[config.mk]
export PLATFORM = sky130hd
export DESIGN_NAME = ts_event_arbiter
export DESIGN_NICKNAME = d
export VERILOG_FILES = /design/src/rtl/ts_pkg.sv /design/src/rtl/ts_chan_capture.sv /design/src/rtl/ts_event_arbiter.sv
export SDC_FILE = /design/constraint.sdc
export NUM_CORES = 1
export LEC_CHECK = 0
export CAP_MARGIN = 5
export CELL_PAD_IN_SITES_DETAIL_PLACEMENT = 1
export CELL_PAD_IN_SITES_GLOBAL_PLACEMENT = 2
export CORE_MARGIN = 3
export CORE_UTILIZATION = 44
export DETAILED_ROUTE_END_ITERATION = 8
export PLACE_DENSITY_LB_ADDON = 0.08
export SLEW_MARGIN = 20
export SYNTH_ARGS = -nofsm -noshare
export SYNTH_HDL_FRONTEND = slang
export SYNTH_SLANG_ARGS = --single-unit
[constraint.sdc]
create_clock -name clk -period 5.7 [get_ports clk]
set_input_delay 1.14 -clock clk [delete_from_list [all_inputs] [get_ports clk]]
set_output_delay 1.14 -clock clk [all_outputs]
set_load 0.1 [all_outputs]
[src/rtl/ts_pkg.sv]
`default_nettype none
// ============================================================================
// Module : ts_pkg
// Brief  : Shared constants, FSM encoding and header helper for ts_event_arbiter
// Rev    : 1.0  initial release
// ============================================================================
package ts_pkg;

  localparam int TS_W_DFLT = 32;
  localparam int NCH_FIXED = 4;
  localparam int CH_W      = 2;

  localparam logic [3:0] HDR_TAG = 4'hA;

  typedef enum logic [1:0] {
    ST_IDLE = 2'd0,
    ST_HDR  = 2'd1,
    ST_BYTE = 2'd2
  } state_t;

  // Header byte: tag nibble, overflow flag, reserved zero, channel number
  function automatic logic [7:0] hdr_byte(input logic ovf, input logic [CH_W-1:0] ch);
    return {HDR_TAG, ovf, 1'b0, ch};
  endfunction

endpackage
`default_nettype wire

[src/rtl/ts_chan_capture.sv]
`default_nettype none
// ============================================================================
// Module : ts_chan_capture
// Brief  : Per-channel synchroniser, rise detect, timestamp hold and flags
// Rev    : 1.0  initial release
// ============================================================================
module ts_chan_capture
  import ts_pkg::*;
#(
  parameter int TS_W        = TS_W_DFLT,
  parameter int SYNC_STAGES = 2
) (
  input  logic            clk,
  input  logic            rstn,
  input  logic            din,
  input  logic            en,
  input  logic [TS_W-1:0] ts_count,
  input  logic            grant,
  output logic [TS_W-1:0] hold,
  output logic            pending,
  output logic            ovf
);

  logic [SYNC_STAGES-1:0] r_sync;
  logic                   r_prev;
  logic                   r_pending;
  logic                   r_ovf;
  logic [TS_W-1:0]        r_hold;
  logic                   w_rise;
  logic                   w_pend_eff;

  assign w_rise     = r_sync[SYNC_STAGES-1] & ~r_prev & en;
  // A grant this cycle frees the slot, so a coincident rise loads instead of overflowing
  assign w_pend_eff = r_pending & ~grant;

  always_ff @(posedge clk or negedge rstn) begin
    if (!rstn) begin
      r_sync <= '0;
      r_prev <= 1'b0;
    end else begin
      r_sync <= (r_sync << 1) | SYNC_STAGES'(din);
      r_prev <= r_sync[SYNC_STAGES-1];
    end
  end

  always_ff @(posedge clk or negedge rstn) begin
    if (!rstn) begin
      r_hold    <= '0;
      r_pending <= 1'b0;
      r_ovf     <= 1'b0;
    end else begin
      if (w_rise && !w_pend_eff) begin
        r_hold    <= ts_count;
        r_pending <= 1'b1;
      end else if (grant) begin
        r_pending <= 1'b0;
      end

      if (grant) begin
        r_ovf <= 1'b0;
      end else if (w_rise && r_pending) begin
        r_ovf <= 1'b1;
      end
    end
  end

  assign hold    = r_hold;
  assign pending = r_pending;
  assign ovf     = r_ovf;

endmodule
`default_nettype wire

[src/rtl/ts_event_arbiter.sv]
`default_nettype none
// ============================================================================
// Module : ts_event_arbiter
// Brief  : Four-channel timestamp capture with round-robin framed byte output
// Rev    : 1.0  initial release
// ============================================================================
module ts_event_arbiter
  import ts_pkg::*;
#(
  parameter int TS_W        = TS_W_DFLT,
  parameter int NCH         = NCH_FIXED,
  parameter int SYNC_STAGES = 2
) (
  input  logic            clk,
  input  logic            rstn,
  input  logic [NCH-1:0]  datain,
  input  logic [NCH-1:0]  ch_en,
  input  logic [TS_W-1:0] ts_count,
  output logic [7:0]      tx_data,
  output logic            tx_valid,
  input  logic            tx_ready,
  output logic [NCH-1:0]  pending,
  output logic            busy
);

  localparam int              c_nbytes   = TS_W / 8;
  localparam int              c_cnt_w    = (c_nbytes > 1) ? $clog2(c_nbytes) : 1;
  localparam logic [c_cnt_w-1:0] c_last_cnt = c_cnt_w'(c_nbytes - 1);

  state_t              r_state;
  state_t              w_state_nxt;
  logic [CH_W-1:0]     r_rr_ptr;
  logic                r_ovf_l;
  logic [TS_W-1:0]     r_shift;
  logic [c_cnt_w-1:0]  r_byte_cnt;

  logic                w_gnt_any;
  logic [CH_W-1:0]     w_gnt_ch;
  logic [CH_W-1:0]     w_idx;
  logic [NCH-1:0]      w_grant;
  logic [NCH-1:0]      w_ovf;
  logic [TS_W-1:0]     w_hold [NCH];

  for (genvar gi = 0; gi < NCH; gi++) begin : g_chan
    ts_chan_capture #(
      .TS_W        (TS_W),
      .SYNC_STAGES (SYNC_STAGES)
    ) u_cap (
      .clk      (clk),
      .rstn     (rstn),
      .din      (datain[gi]),
      .en       (ch_en[gi]),
      .ts_count (ts_count),
      .grant    (w_grant[gi]),
      .hold     (w_hold[gi]),
      .pending  (pending[gi]),
      .ovf      (w_ovf[gi])
    );
  end

  // Search starts just after the last granted channel; the pointer itself is checked last
  always_comb begin
    w_gnt_any = 1'b0;
    w_gnt_ch  = '0;
    w_idx     = '0;
    for (int k = 1; k <= NCH; k++) begin
      w_idx = r_rr_ptr + CH_W'(k);
      if (!w_gnt_any && pending[w_idx]) begin
        w_gnt_any = 1'b1;
        w_gnt_ch  = w_idx;
      end
    end
  end

  assign w_grant = (r_state == ST_IDLE && w_gnt_any) ? (NCH'(1) << w_gnt_ch) : '0;

  always_ff @(posedge clk or negedge rstn) begin
    if (!rstn) begin
      r_state <= ST_IDLE;
    end else begin
      r_state <= w_state_nxt;
    end
  end

  always_comb begin
    w_state_nxt = r_state;
    tx_valid    = 1'b0;
    tx_data     = 8'h00;
    case (r_state)
      ST_IDLE: begin
        if (w_gnt_any) w_state_nxt = ST_HDR;
      end
      ST_HDR: begin
        tx_valid = 1'b1;
        tx_data  = hdr_byte(r_ovf_l, r_rr_ptr);
        if (tx_ready) w_state_nxt = ST_BYTE;
      end
      ST_BYTE: begin
        tx_valid = 1'b1;
        tx_data  = r_shift[TS_W-1 -: 8];
        if (tx_ready && r_byte_cnt == '0) w_state_nxt = ST_IDLE;
      end
      default: w_state_nxt = ST_IDLE;
    endcase
  end

  always_ff @(posedge clk or negedge rstn) begin
    if (!rstn) begin
      r_rr_ptr   <= CH_W'(NCH - 1);
      r_ovf_l    <= 1'b0;
      r_shift    <= '0;
      r_byte_cnt <= '0;
    end else begin
      case (r_state)
        ST_IDLE: begin
          if (w_gnt_any) begin
            r_rr_ptr <= w_gnt_ch;
            r_ovf_l  <= w_ovf[w_gnt_ch];
            r_shift  <= w_hold[w_gnt_ch];
          end
        end
        ST_HDR: begin
          if (tx_ready) r_byte_cnt <= c_last_cnt;
        end
        ST_BYTE: begin
          if (tx_ready && r_byte_cnt != '0) begin
            r_shift    <= r_shift << 8;
            r_byte_cnt <= r_byte_cnt - c_cnt_w'(1);
          end
        end
        default: ;
      endcase
    end
  end

  assign busy = (r_state != ST_IDLE);

endmodule
`default_nettype wire

=== Word-level counts from Yosys, hierarchy flattened ===
Index checks and enable logic that the tools add are counted.
W data, S select, Z words.

* Register bits after elaboration: 187
* Bits in latches: 0
* Memory bits (writable): 0
* ROM bits: 0
* Bits of input ports: 43
* Output and inout bits: 14
* Logic and storage cells: 157
* Memories kept: 0

* $add $sub $neg: 4
* $mul: 0
* Div/mod/pow operators: 0
* Magnitude comparators: 6
* Eq/ne operators: 6
* Shift operators: 1
* Muxes and demuxes: 50
* Bitwise logic cells: 25
* Reduce and logical (&&, ||, !) cells: 40

{| class="wikitable"
|+ Operator list
! kind !! number
|-
| $mux W32 || 4
|-
| $bmux W32 S2 || 1
|-
| $pmux W32 S2 || 1
|-
| $mux W1 || 26
|-
| $reduce_bool A2 Y1 || 12
|-
| $mux W2 || 9
|-
| $pmux W8 S2 || 1
|-
| $lt A2 B3 Y1 const B || 5
|-
| $logic_and A1 B1 Y1 || 14
|-
| $and A1 B1 Y1 || 12
|-
| $bmux W1 S2 || 5
|-
| $reduce_and A3 Y1 || 3
|-
| $ne A2 B2 Y1 const B || 4
|-
| $not A1 Y1 || 8
|-
| $or A2 B1 Y2 || 4
|-
| $logic_not A1 Y1 || 7
|-
| $pmux W2 S3 || 1
|-
| $add A2 B2 Y2 const B || 2
|-
| $logic_not A2 Y1 || 2
|-
| $mux W4 || 1
|-
| $pmux W2 S2 || 1
|-
| $shl A1 B2 Y4 const A || 1
|-
| $ge A3 B3 Y1 const B || 1
|-
| $not A2 Y3 || 1
|-
| 6 further kinds || 6
|}

=== Logic depth before layout (Yosys ltp) ===
Gate-level depths: netlist of the first run.

* Word-level depth: 20
* Mapped depth: 10
* Mapped depth without buffers: 7

=== Cells and area by module ===
Synthesis of the first run repeated with hierarchy kept, for this count alone.

* Cells, all modules: 708
* Area, all modules: 8562.0 um^2

{| class="wikitable"
|+ Modules (own cells, without submodules)
! module !! times used !! cells an instance !! area an instance (um^2) !! seq. area each (um^2)
|-
| ts_chan_capture || 4 || 79 || 1382.6 || 925.9
|-
| ts_event_arbiter || 1 || 392 || 3031.7 || 978.4
|}

=== Worst setup path before layout of the first run ===
No wires, ideal clock.

* Kind: register to output
* Start: reg r_state[0]
* End: out tx_data[0]
* Arrival: 2.750 ns
* Required time: 4.560 ns
* Slack: 1.810 ns
* Cell stages (with the launch flop): 4
* Path buffers: 0
* Path through: dfrtp_1 > inv_1 > ha_1 > nor2b_1

* Word-level cells in the longest chain between the ends: 2
* Elaborated cells on any way between the ends: 3
* Those cells by class: 2 x eq/ne; 1 x mux

{| class="wikitable"
|+ Ends and longest elaborated chain
! what !! RTL line !! RTL
|-
| start, declared || ts_event_arbiter.sv:30 || <nowiki>state_t r_state;</nowiki>
|-
| start signal, assigned || ts_event_arbiter.sv:81 || <nowiki>r_state <= w_state_nxt;</nowiki>
|-
| $eq A2 B2 Y1 or $eq A2 B1 Y1 (tied branches) || ts_event_arbiter.sv:89 || <nowiki>case (r_state)</nowiki>
|-
| $pmux W8 S2 * || ts_event_arbiter.sv:89 ||
|-
| end, declared || ts_event_arbiter.sv:19 || <nowiki>output logic [7:0] tx_data,</nowiki>
|}

Every way passes the cells marked *; elsewhere a longest branch is shown, timed or not.

=== Final worst setup path of the first run ===
* Start: reg r_state[0]
* End: out tx_data[3]

Same word-level chain as after synthesis.

==> results of run 1 <==
-- cell families after synthesis --
logic type	share of synthesized area [%]
AO/OA/AOI/OAI	10.6
flip-flops	52.8
AND/OR/NAND/NOR	9.11
buffers and inverters	4.25
adder cells (fa/ha/maj)	0.705
multiplexers	22.6
-- cells in the mapped netlist, drive strengths merged, types with 2 or more instances --
cell | n | share of area (%)
a21boi | 2 | 0.42
a21o | 4 | 0.34
a21oi | 36 | 2.0
a22o | 2 | 0.20
a22oi | 3 | 0.25
a31oi | 3 | 0.21
and2 | 3 | 0.21
buf | 42 | 3.4
clkbuf | 14 | 0.59
dfrtp | 185 | 52
dfstp | 2 | 0.59
ha | 5 | 0.71
inv | 6 | 0.25
mux2 | 107 | 16
mux2i | 57 | 6.4
nand2 | 108 | 4.6
nand2b | 4 | 0.28
nand3 | 17 | 0.96
nor2 | 36 | 1.5
nor2b | 7 | 0.58
nor4 | 2 | 0.31
o211ai | 10 | 0.90
o21a | 3 | 0.25
o21ai | 5 | 0.28
o221ai | 24 | 2.4
o22ai | 32 | 2.3
or2 | 3 | 0.21
-- registers in the layout, indices dropped and copies added, names as in the netlist --
signal                cells
r_byte_cnt                2
r_ovf_l                   1
g_chan.u_cap.hold       128
r_shift                  32
r_state                   2
g_chan.u_cap.pending      4
g_chan.u_cap.r_sync       8
g_chan.u_cap.ovf          4
g_chan.u_cap.r_prev       4
r_rr_ptr                  2
-- power breakdown --
group | internal [mW] | leakage, nW | switching [mW]
clock network | 0.757 | 0.299 | 0.505
registers | 1.95 | 2.28 | 0.397
logic | 1.29 | 1.89 | 1.78
total | 3.99 | 4.47 | 2.68
-- final timing paths --
kind	to	start
max reg2reg	g_chan[1].u_cap.hold[23]$_DFFE_PN0P_	g_chan[1].u_cap.pending$_DFFE_PN0P_
min	g_chan[2].u_cap.r_sync[1]$_DFF_PN0_	g_chan[2].u_cap.r_sync[0]$_DFF_PN0_
min reg2reg	g_chan[2].u_cap.r_sync[1]$_DFF_PN0_	g_chan[2].u_cap.r_sync[0]$_DFF_PN0_
max	tx_data[3]	r_state[0]$_DFFE_PN0P_
max in group asynchronous	g_chan[1].u_cap.hold[29]$_DFFE_PN0P_	rstn
min in group asynchronous	g_chan[1].u_cap.r_prev$_DFF_PN0_	rstn
-- layer usage --
layer / global-route usage [%] / share of wire (%) / vias up
met5: 0 / 0 / -
met4: 4.99 / 0.76 / 0
met3: 3.95 / 2.2 / 15
met2: 36.8 / 50 / 62
met1: 30.1 / 47 / 3095
li1: - / - / 2681
-- final cells by class --
cell class | count | area share (%)
Tap cell | 265 | 3.26
Clock inverter | 10 | 1.64
Timing Repair Buffer | 67 | 6.54
Sequential cell | 187 | 46.1
Multi-Input combinational cell | 485 | 37.7
Clock buffer | 21 | 4.53
Inverter | 6 | 0.222
-- metrics by stage --
stage,cells,setup WS (ps)
CTS,1040,1620
global placement,1009,2020
detailed placement,1009,1920
floorplan,734,1810
finish,1041,1640
global route,1041,1500
==> results.md, run 1 <==
* Status: finished, final reports clean
* Num Clock Sinks at 187
* Syn Area/Cell at 12.1 µm²
* Worst Path Max Fanout at 38
* Clock root cell: clkbuf_16
* RSZ-0062 raised after global routing: false
* Worst path max stage delay at 1140 ps
* Layout area overhead at 14.6%
* Port bufs at 56
* Crit Path Category: reg2out
* PwrDens at 657 nW/µm²
* Cells on worst reg2reg path at 7
* Critical Path End Type: output port
* Cell Area, Synth at 8870 µm²
* Pin count of the biggest net entering global routing at 94
* Slowest cell on the critical path: clkdlybuf4s50_1
* Hold slack at 357 ps
* Post-synth top flop: dfrtp_1
* YS warnings at 0
* CP Launch Type: flop
* FF-to-FF setup slack at 2270 ps
* # hold bufs at CTS at 0
* NumNets Final at 812
* Initial antenna violation count at 0
* Hold-critical path depth at 0
* Vias at 5853
* Diode count at 0
* Die area at 21900 µm²
* Number of global-route vias before repair at 6722
* Post-Syn Nets at 782
* LEAKAGE at 4.47 nW
* Slew headroom at 27.8%
* Vias per cell at 5.62
* HPWL Detailed at 13800 µm
* Initial DRT Pass Iterations at 4
* Num CTS Buffers at 17
* Clock Skews at 8.17 ps
* Final Cycle Share at 71.3%
* Tot Pwr at 6.67 mW
* Peak VDD IR at 0.000411 V
* Commonest cells after routing, fill and taps aside: dfrtp_1 (185), nand2_1 (104), mux2_4 (60)
* Die Ht at 148 µm
* GRT Util Overall at 22.0%
* Worst-Margin Slew at 1080 ps
* Commonest non-fill, non-tap cell in the layout: dfrtp_1
* Fillers at 2041
* Reg clk slew, reported paths at 70 ps
* Sequential cell area at 4680 µm²
* CP required at 4560 ps
* Buf/Inv on CP at 3
* Post-layout util at 51.7%
* Final WL at 22800 µm
* GPL Wtd Cong at 0.759
* Fin crit period at 4060 ps
* Setup violators final at 0
* CTS tree: yes
* DP Area at 9500 µm²
* Register bit total from synthesis at 187
* DRT iter0 DRCs at 210
* CP top delay family: buffers and inverters
* Sequential-to-total area share from yosys stat at 52.8%
* Min-delay worst type: reg2reg
* Multi-input logic area at 3830 µm²
* Final instance area at 10200 µm²
* H-tree levels at 4
* Io pins at 57
* Die width at 148 µm
* EDFF count, synth at 0
* Synthesized instance count at 734
* Grt ovf at 0
* Antenna Nets Post-Route at 0
* Layout cells sized above 1 at 21.4%
* Fmax at 246 MHz
* Core area at 19700 µm²
* WP data arrival at 2920 ps
* Setup TNS at 0 ps
* Levels on crit path at 6
* First-pass GRT wire length at 37900 µm
* Routed len/inst at 21.9 µm
* Resized cells post-CTS at 0
* Crit-path cells: inv_1, ha_1, buf_4, a22oi_1, nor2b_1, clkdlybuf4s50_1
* Max Slew Vio Count at 0
* # DRC at 0
* Max-Cap Viols at 0
* Worst-case clock buffer depth at 2
* Ys async rst share at 100%
* Endpoints failing hold at 0
* Row count at 51
* Clk Latency, worst-skew pair at 430 ps
* Initial core utilization at 45.1%
* Yosys cell types at 49
* Setup Fix Bufs, Post-CTS at 0
Note: power is estimated with default switching activity, not from simulation.
==> run 2, diff against run 1 <==
--- a/config.mk
+++ b/config.mk
@@ -9,7 +9,7 @@
 export CELL_PAD_IN_SITES_DETAIL_PLACEMENT = 1
 export CELL_PAD_IN_SITES_GLOBAL_PLACEMENT = 2
 export CORE_MARGIN = 3
-export CORE_UTILIZATION = 44
+export CORE_UTILIZATION = 41
 export DETAILED_ROUTE_END_ITERATION = 8
 export PLACE_DENSITY_LB_ADDON = 0.08
 export SLEW_MARGIN = 20
==> constraint.sdc (replaced) <==
create_clock -name clk -period 4 [get_ports clk]
set_input_delay 0.8 -clock clk [delete_from_list [all_inputs] [get_ports clk]]
set_output_delay 0.8 -clock clk [all_outputs]
set_load 0.1 [all_outputs]
==> results.md, run 2 (same netlist as run 1, synthesis figures left out) <==
* Die Ht at 153 µm
* Status: finished, final reports clean
* CP Launch Type: flop
* Vias at 5895
* # DRC at 0
* Port bufs at 56
* Worst hold start: g_chan[0].u_cap.r_sync[0]$_DFF_PN0_
* RSZ-0062 raised after global routing: false
* Layout cells sized above 1 at 23.0%
* Clock Skews at 9.84 ps
* Fmax at 311 MHz
* Peak VDD IR at 0.000535 V
* WP data arrival at 2410 ps
* Max-Cap Viols at 0
* Sequential cell area at 4680 µm²
* Antenna Nets Post-Route at 0
* NumNets Final at 816
* PwrDens at 930 nW/µm²
* Core area at 21200 µm²
* FF-to-FF setup slack at 1000 ps
* Initial antenna violation count at 0
* Resized cells post-CTS at 0
* CTS tree: yes
* Diode count at 0
* Die width at 153 µm
* Min-delay worst type: reg2reg
* Worst path max stage delay at 490 ps
* CP Launch Point: r_state[0]$_DFFE_PN0P_
* Setup TNS at 0 ps
* Pin count of the biggest net entering global routing at 79
* Number of global-route vias before repair at 6651
* Slew headroom at 29.8%
* # hold bufs at CTS at 0
* Worst Path Max Fanout at 25
* CP required at 3200 ps
* Die area at 23400 µm²
* Setup Fix Bufs, Post-CTS at 0
* Num CTS Buffers at 17
* Critical Path End Type: output port
* Critical R2R Launch: r_rr_ptr[1]$_DFFE_PN1P_
* Most frequent CP cell: buf_4
* GRT Util Overall at 20.1%
* CP endpoint: tx_data[3]
* Crit Path Category: reg2out
* Post-layout util at 47.9%
* Fin crit period at 3210 ps
* Worst-case clock buffer depth at 2
* Largest register FFs at 128
* Reg clk slew, reported paths at 70 ps
* Layout area overhead at 14.2%
* Multi-input logic area at 3830 µm²
* Reg-to-Reg End: g_chan[1].u_cap.hold[12]$_DFFE_PN0P_
* First-pass GRT wire length at 37600 µm
* HPWL Detailed at 13800 µm
* Commonest cells after routing, fill and taps aside: dfrtp_1 (185), nand2_1 (106), mux2_4 (60)
* Fillers at 2181
* Cells on worst reg2reg path at 6
* Grt ovf at 0
* H-tree levels at 4
* Worst setup margin at 788 ps
* Pre-CTS setup slack at 1010 ps
* Clk Latency, worst-skew pair at 430 ps
* Endpoints failing hold at 0
* Initial core utilization at 41.9%
* Initial DRT Pass Iterations at 4
* GPL Wtd Cong at 0.730
* Routed len/inst at 21.7 µm
* Vias per cell at 5.58
* Commonest non-fill, non-tap cell in the layout: dfrtp_1
* Clock root cell: clkbuf_16
* Row count at 53
* Crit-path cells: inv_1, ha_1, buf_4, a22oi_1, nor2b_1, buf_4
* LEAKAGE at 4.48 nW
* Num Clock Sinks at 187
* Final WL at 22900 µm
* Setup violators final at 0
* DRT iter0 DRCs at 220
* Final Cycle Share at 80.3%
* Io pins at 57
* Worst-Margin Slew at 1050 ps
* Max Slew Vio Count at 0
* Slowest cell on the critical path: ha_1
-- run 2: per-stage QoR --
stage / instances / area (µm²) / power, mW / hold slack (ps)
6_report: 1056 / 10100 / 9.42 / 349
4_1_cts: 1056 / 10100 / 9.52 / 353
5_1_grt: 1056 / 10100 / 10.0 / 364
3_3_place_gp: 1024 / 9550 / 7.60 / 335
3_5_place_dp: 1024 / 9550 / 7.79 / 336
2_1_floorplan: 734 / 8870 / 6.69 / 331
-- run 2: how the worst min path moves through the flow --
stage	end	slack [ps]	cells past startpoint
after floorplan	g_chan[0].u_cap.r_sync[1]$_DFF_PN0_	330	0
after global placement	g_chan[3].u_cap.r_sync[1]$_DFF_PN0_	340	0
after detailed placement	g_chan[0].u_cap.r_sync[1]$_DFF_PN0_	340	0
after CTS	g_chan[0].u_cap.r_sync[1]$_DFF_PN0_	350	0
after global routing	g_chan[0].u_cap.r_sync[1]$_DFF_PN0_	360	0
final	g_chan[0].u_cap.r_sync[1]$_DFF_PN0_	350	0
-- run 2: critical path: cells and delay by family (launching register included) --
family / cells / cell delay [ps]
buf+inv: 3 / 790
fa+ha+maj: 1 / 490
flops: 1 / 400
compound gates: 1 / 170
simple gates: 1 / 130
-- run 2: per-layer routing --
metal  wire, µm  share of wire (%)  up-vias  track usage (%)
li1           -                  -     2682                -
met1      10600                 46     3095             26.7
met2      11300                 50       94             34.2
met3        699                3.1       24             3.91
met4        306                1.3        0             4.54
met5          0                  0        -                0
-- run 2: layout make-up --
class / count / area share, %
Sequential cell: 187 / 46.2
Multi-Input combinational cell: 485 / 37.8
Timing Repair Buffer: 71 / 6.66
Clock buffer: 19 / 4.37
Tap cell: 275 / 3.40
Clock inverter: 13 / 1.31
Inverter: 6 / 0.222
-- run 2: where the power goes --
part,switching (mW),total (mW),internal (mW)
Clock,0.797,1.69,0.893
Combinational,2.55,4.40,1.85
Sequential,0.557,3.33,2.77
Total,3.90,9.42,5.52
==> run 3, diff against run 2 <==
==> constraint.sdc (replaced) <==
create_clock -name clk -period 3.35 [get_ports clk]
set_input_delay 0.67 -clock clk [delete_from_list [all_inputs] [get_ports clk]]
set_output_delay 0.67 -clock clk [all_outputs]
set_load 0.1 [all_outputs]
==> results.md, run 3 (same netlist as run 1, synthesis figures left out) <==
* Antenna Nets Post-Route at 0
* GRT Util Overall at 19.4%
* Final WL at 22000 µm
* Initial core utilization at 41.9%
* M1 GR Usage at 26.0%
* RSZ-0062 raised after global routing: false
* Fmax at 359 MHz
* LEAKAGE at 4.57 nW
* Layout area overhead at 16.6%
* CP Launch Type: flop
* Largest register FFs at 128
* CP required at 2680 ps
* Endpoints failing hold at 0
* Crit Path Category: reg2out
* Vias at 5878
* DRT iter0 DRCs at 246
* Max Slew Vio Count at 0
* Setup TNS at 0 ps
* First-pass GRT wire length at 36400 µm
* Slew headroom at 49.6%
* Tot Pwr at 11.6 mW
* Final Cycle Share at 83.1%
* H-tree levels at 4
* NumNets Final at 821
* Peak VDD IR at 0.000513 V
* Worst setup margin at 566 ps
* GPL Wtd Cong at 0.758
* Die width at 153 µm
* CTS tree: yes
* Row count at 53
* Min-delay worst type: in2async
* Layout cells sized above 1 at 24.7%
* WP data arrival at 2110 ps
* Met2 Usage GRT at 33.1%
* Cells on worst reg2reg path at 6
* Die Ht at 153 µm
* Pin count of the biggest net entering global routing at 68
* Status: finished, final reports clean
* Reg clk slew, reported paths at 70 ps
* Initial DRT Pass Iterations at 4
* PwrDens at 1120 nW/µm²
* Worst-case clock buffer depth at 2
* Fin crit period at 2780 ps
* Worst Path Max Fanout at 37
* Number of global-route vias before repair at 6552
* GRT Max-Usage Layer: met2
* Max-Cap Viols at 0
* Routed len/inst at 20.8 µm
* Grt ovf at 0
* Clock root cell: clkbuf_16
* Vias per cell at 5.54
* Fillers at 2188
* Pre-CTS setup slack at 731 ps
* HPWL Detailed at 14000 µm
* Setup Fix Bufs, Post-CTS at 0
* Core area at 21200 µm²
* Setup violators final at 0
* # DRC at 0
* Commonest cells after routing, fill and taps aside: dfrtp_1 (185), nand2_1 (106), mux2_4 (60)
* Reg-to-Reg End: g_chan[2].u_cap.hold[11]$_DFFE_PN0P_
* # hold bufs at CTS at 0
* Initial antenna violation count at 0
* Clk Latency, worst-skew pair at 430 ps
* Diode count at 0
* Die area at 23400 µm²
* Critical Path End Type: output port
* Port bufs at 56
* Clock Skews at 13.4 ps
* Io pins at 57
* Hold slack at 239 ps
* Resized cells post-CTS at 0
* Met3 GRT Util at 4.08%
* Num Clock Sinks at 187
* Commonest non-fill, non-tap cell in the layout: dfrtp_1
* Num CTS Buffers at 17
* Worst-Margin Slew at 749 ps
* FF-to-FF setup slack at 760 ps
* Critical R2R Launch: g_chan[1].u_cap.pending$_DFFE_PN0P_
[run 3: cell types whose count changed in the layout (fill, tap and decap cells not counted), moves of 3 or more]
cell             delta
clkdlybuf4s50_1     -4
buf_4               -3
nor2b_1             -5
buf_12             +12
nor2b_2             +5
[run 3: worst max-delay path: stages (launching register included)]
cell     delay [ps]
dfrtp_1         410
inv_1           120
ha_1            190
buf_4           380
a22oi_1         210
nor2b_2         190
buf_12          190
[run 3: layer usage]
metal	wire (µm)	share of wire, %
met5	0	0
met4	144	0.65
met3	677	3.1
met2	10900	50
met1	10300	47
[run 3: how the worst max path moves through the flow]
stage | start | to | slack [ps] | depth (start not counted)
floorplan | r_state[0]$_DFFE_PN0P_ | tx_data[0] | 400 | 3
global placement | g_chan[1].u_cap.pending$_DFFE_PN0P_ | g_chan[2].u_cap.hold[15]$_DFFE_PN0P_ | 800 | 6
detailed placement | r_state[0]$_DFFE_PN0P_ | r_shift[15]$_DFFE_PN0P_ | 730 | 7
CTS | r_state[0]$_DFFE_PN0P_ | tx_data[3] | 510 | 6
global route | r_state[0]$_DFFE_PN0P_ | tx_data[3] | 420 | 6
finish | r_state[0]$_DFFE_PN0P_ | tx_data[3] | 570 | 6
[run 3: area by class of cell]
| cell class | instances | area [µm²] | area share, % |
|---|---|---|---|
| sequential | 187 | 4680 | 45.3 |
| multi-input combinational | 485 | 3840 | 37.1 |
| clock buffer | 18 | 439 | 4.25 |
| tap | 275 | 344 | 3.33 |
| clock inverter | 14 | 160 | 1.55 |
| inverter | 6 | 22.5 | 0.218 |
| timing repair buffer | 76 | 852 | 8.24 |
[run 3: metrics by stage]
step                cell area [µm²]  std cells  utilization [%]
floorplan                      8880        734                -
global placement               9740       1029             46.0
detailed placement             9740       1029             46.0
CTS                           10300       1061             48.9
global route                  10300       1061             48.9
finish                        10300       1061             48.9
[run 3: power breakdown]
group | leakage [nW] | internal, mW | total [mW] | switching, mW
Sequential | 2.28 | 3.31 | 3.96 | 0.647
Clock | 0.292 | 1.14 | 2.06 | 0.923
Combinational | 2.00 | 2.43 | 5.53 | 3.11
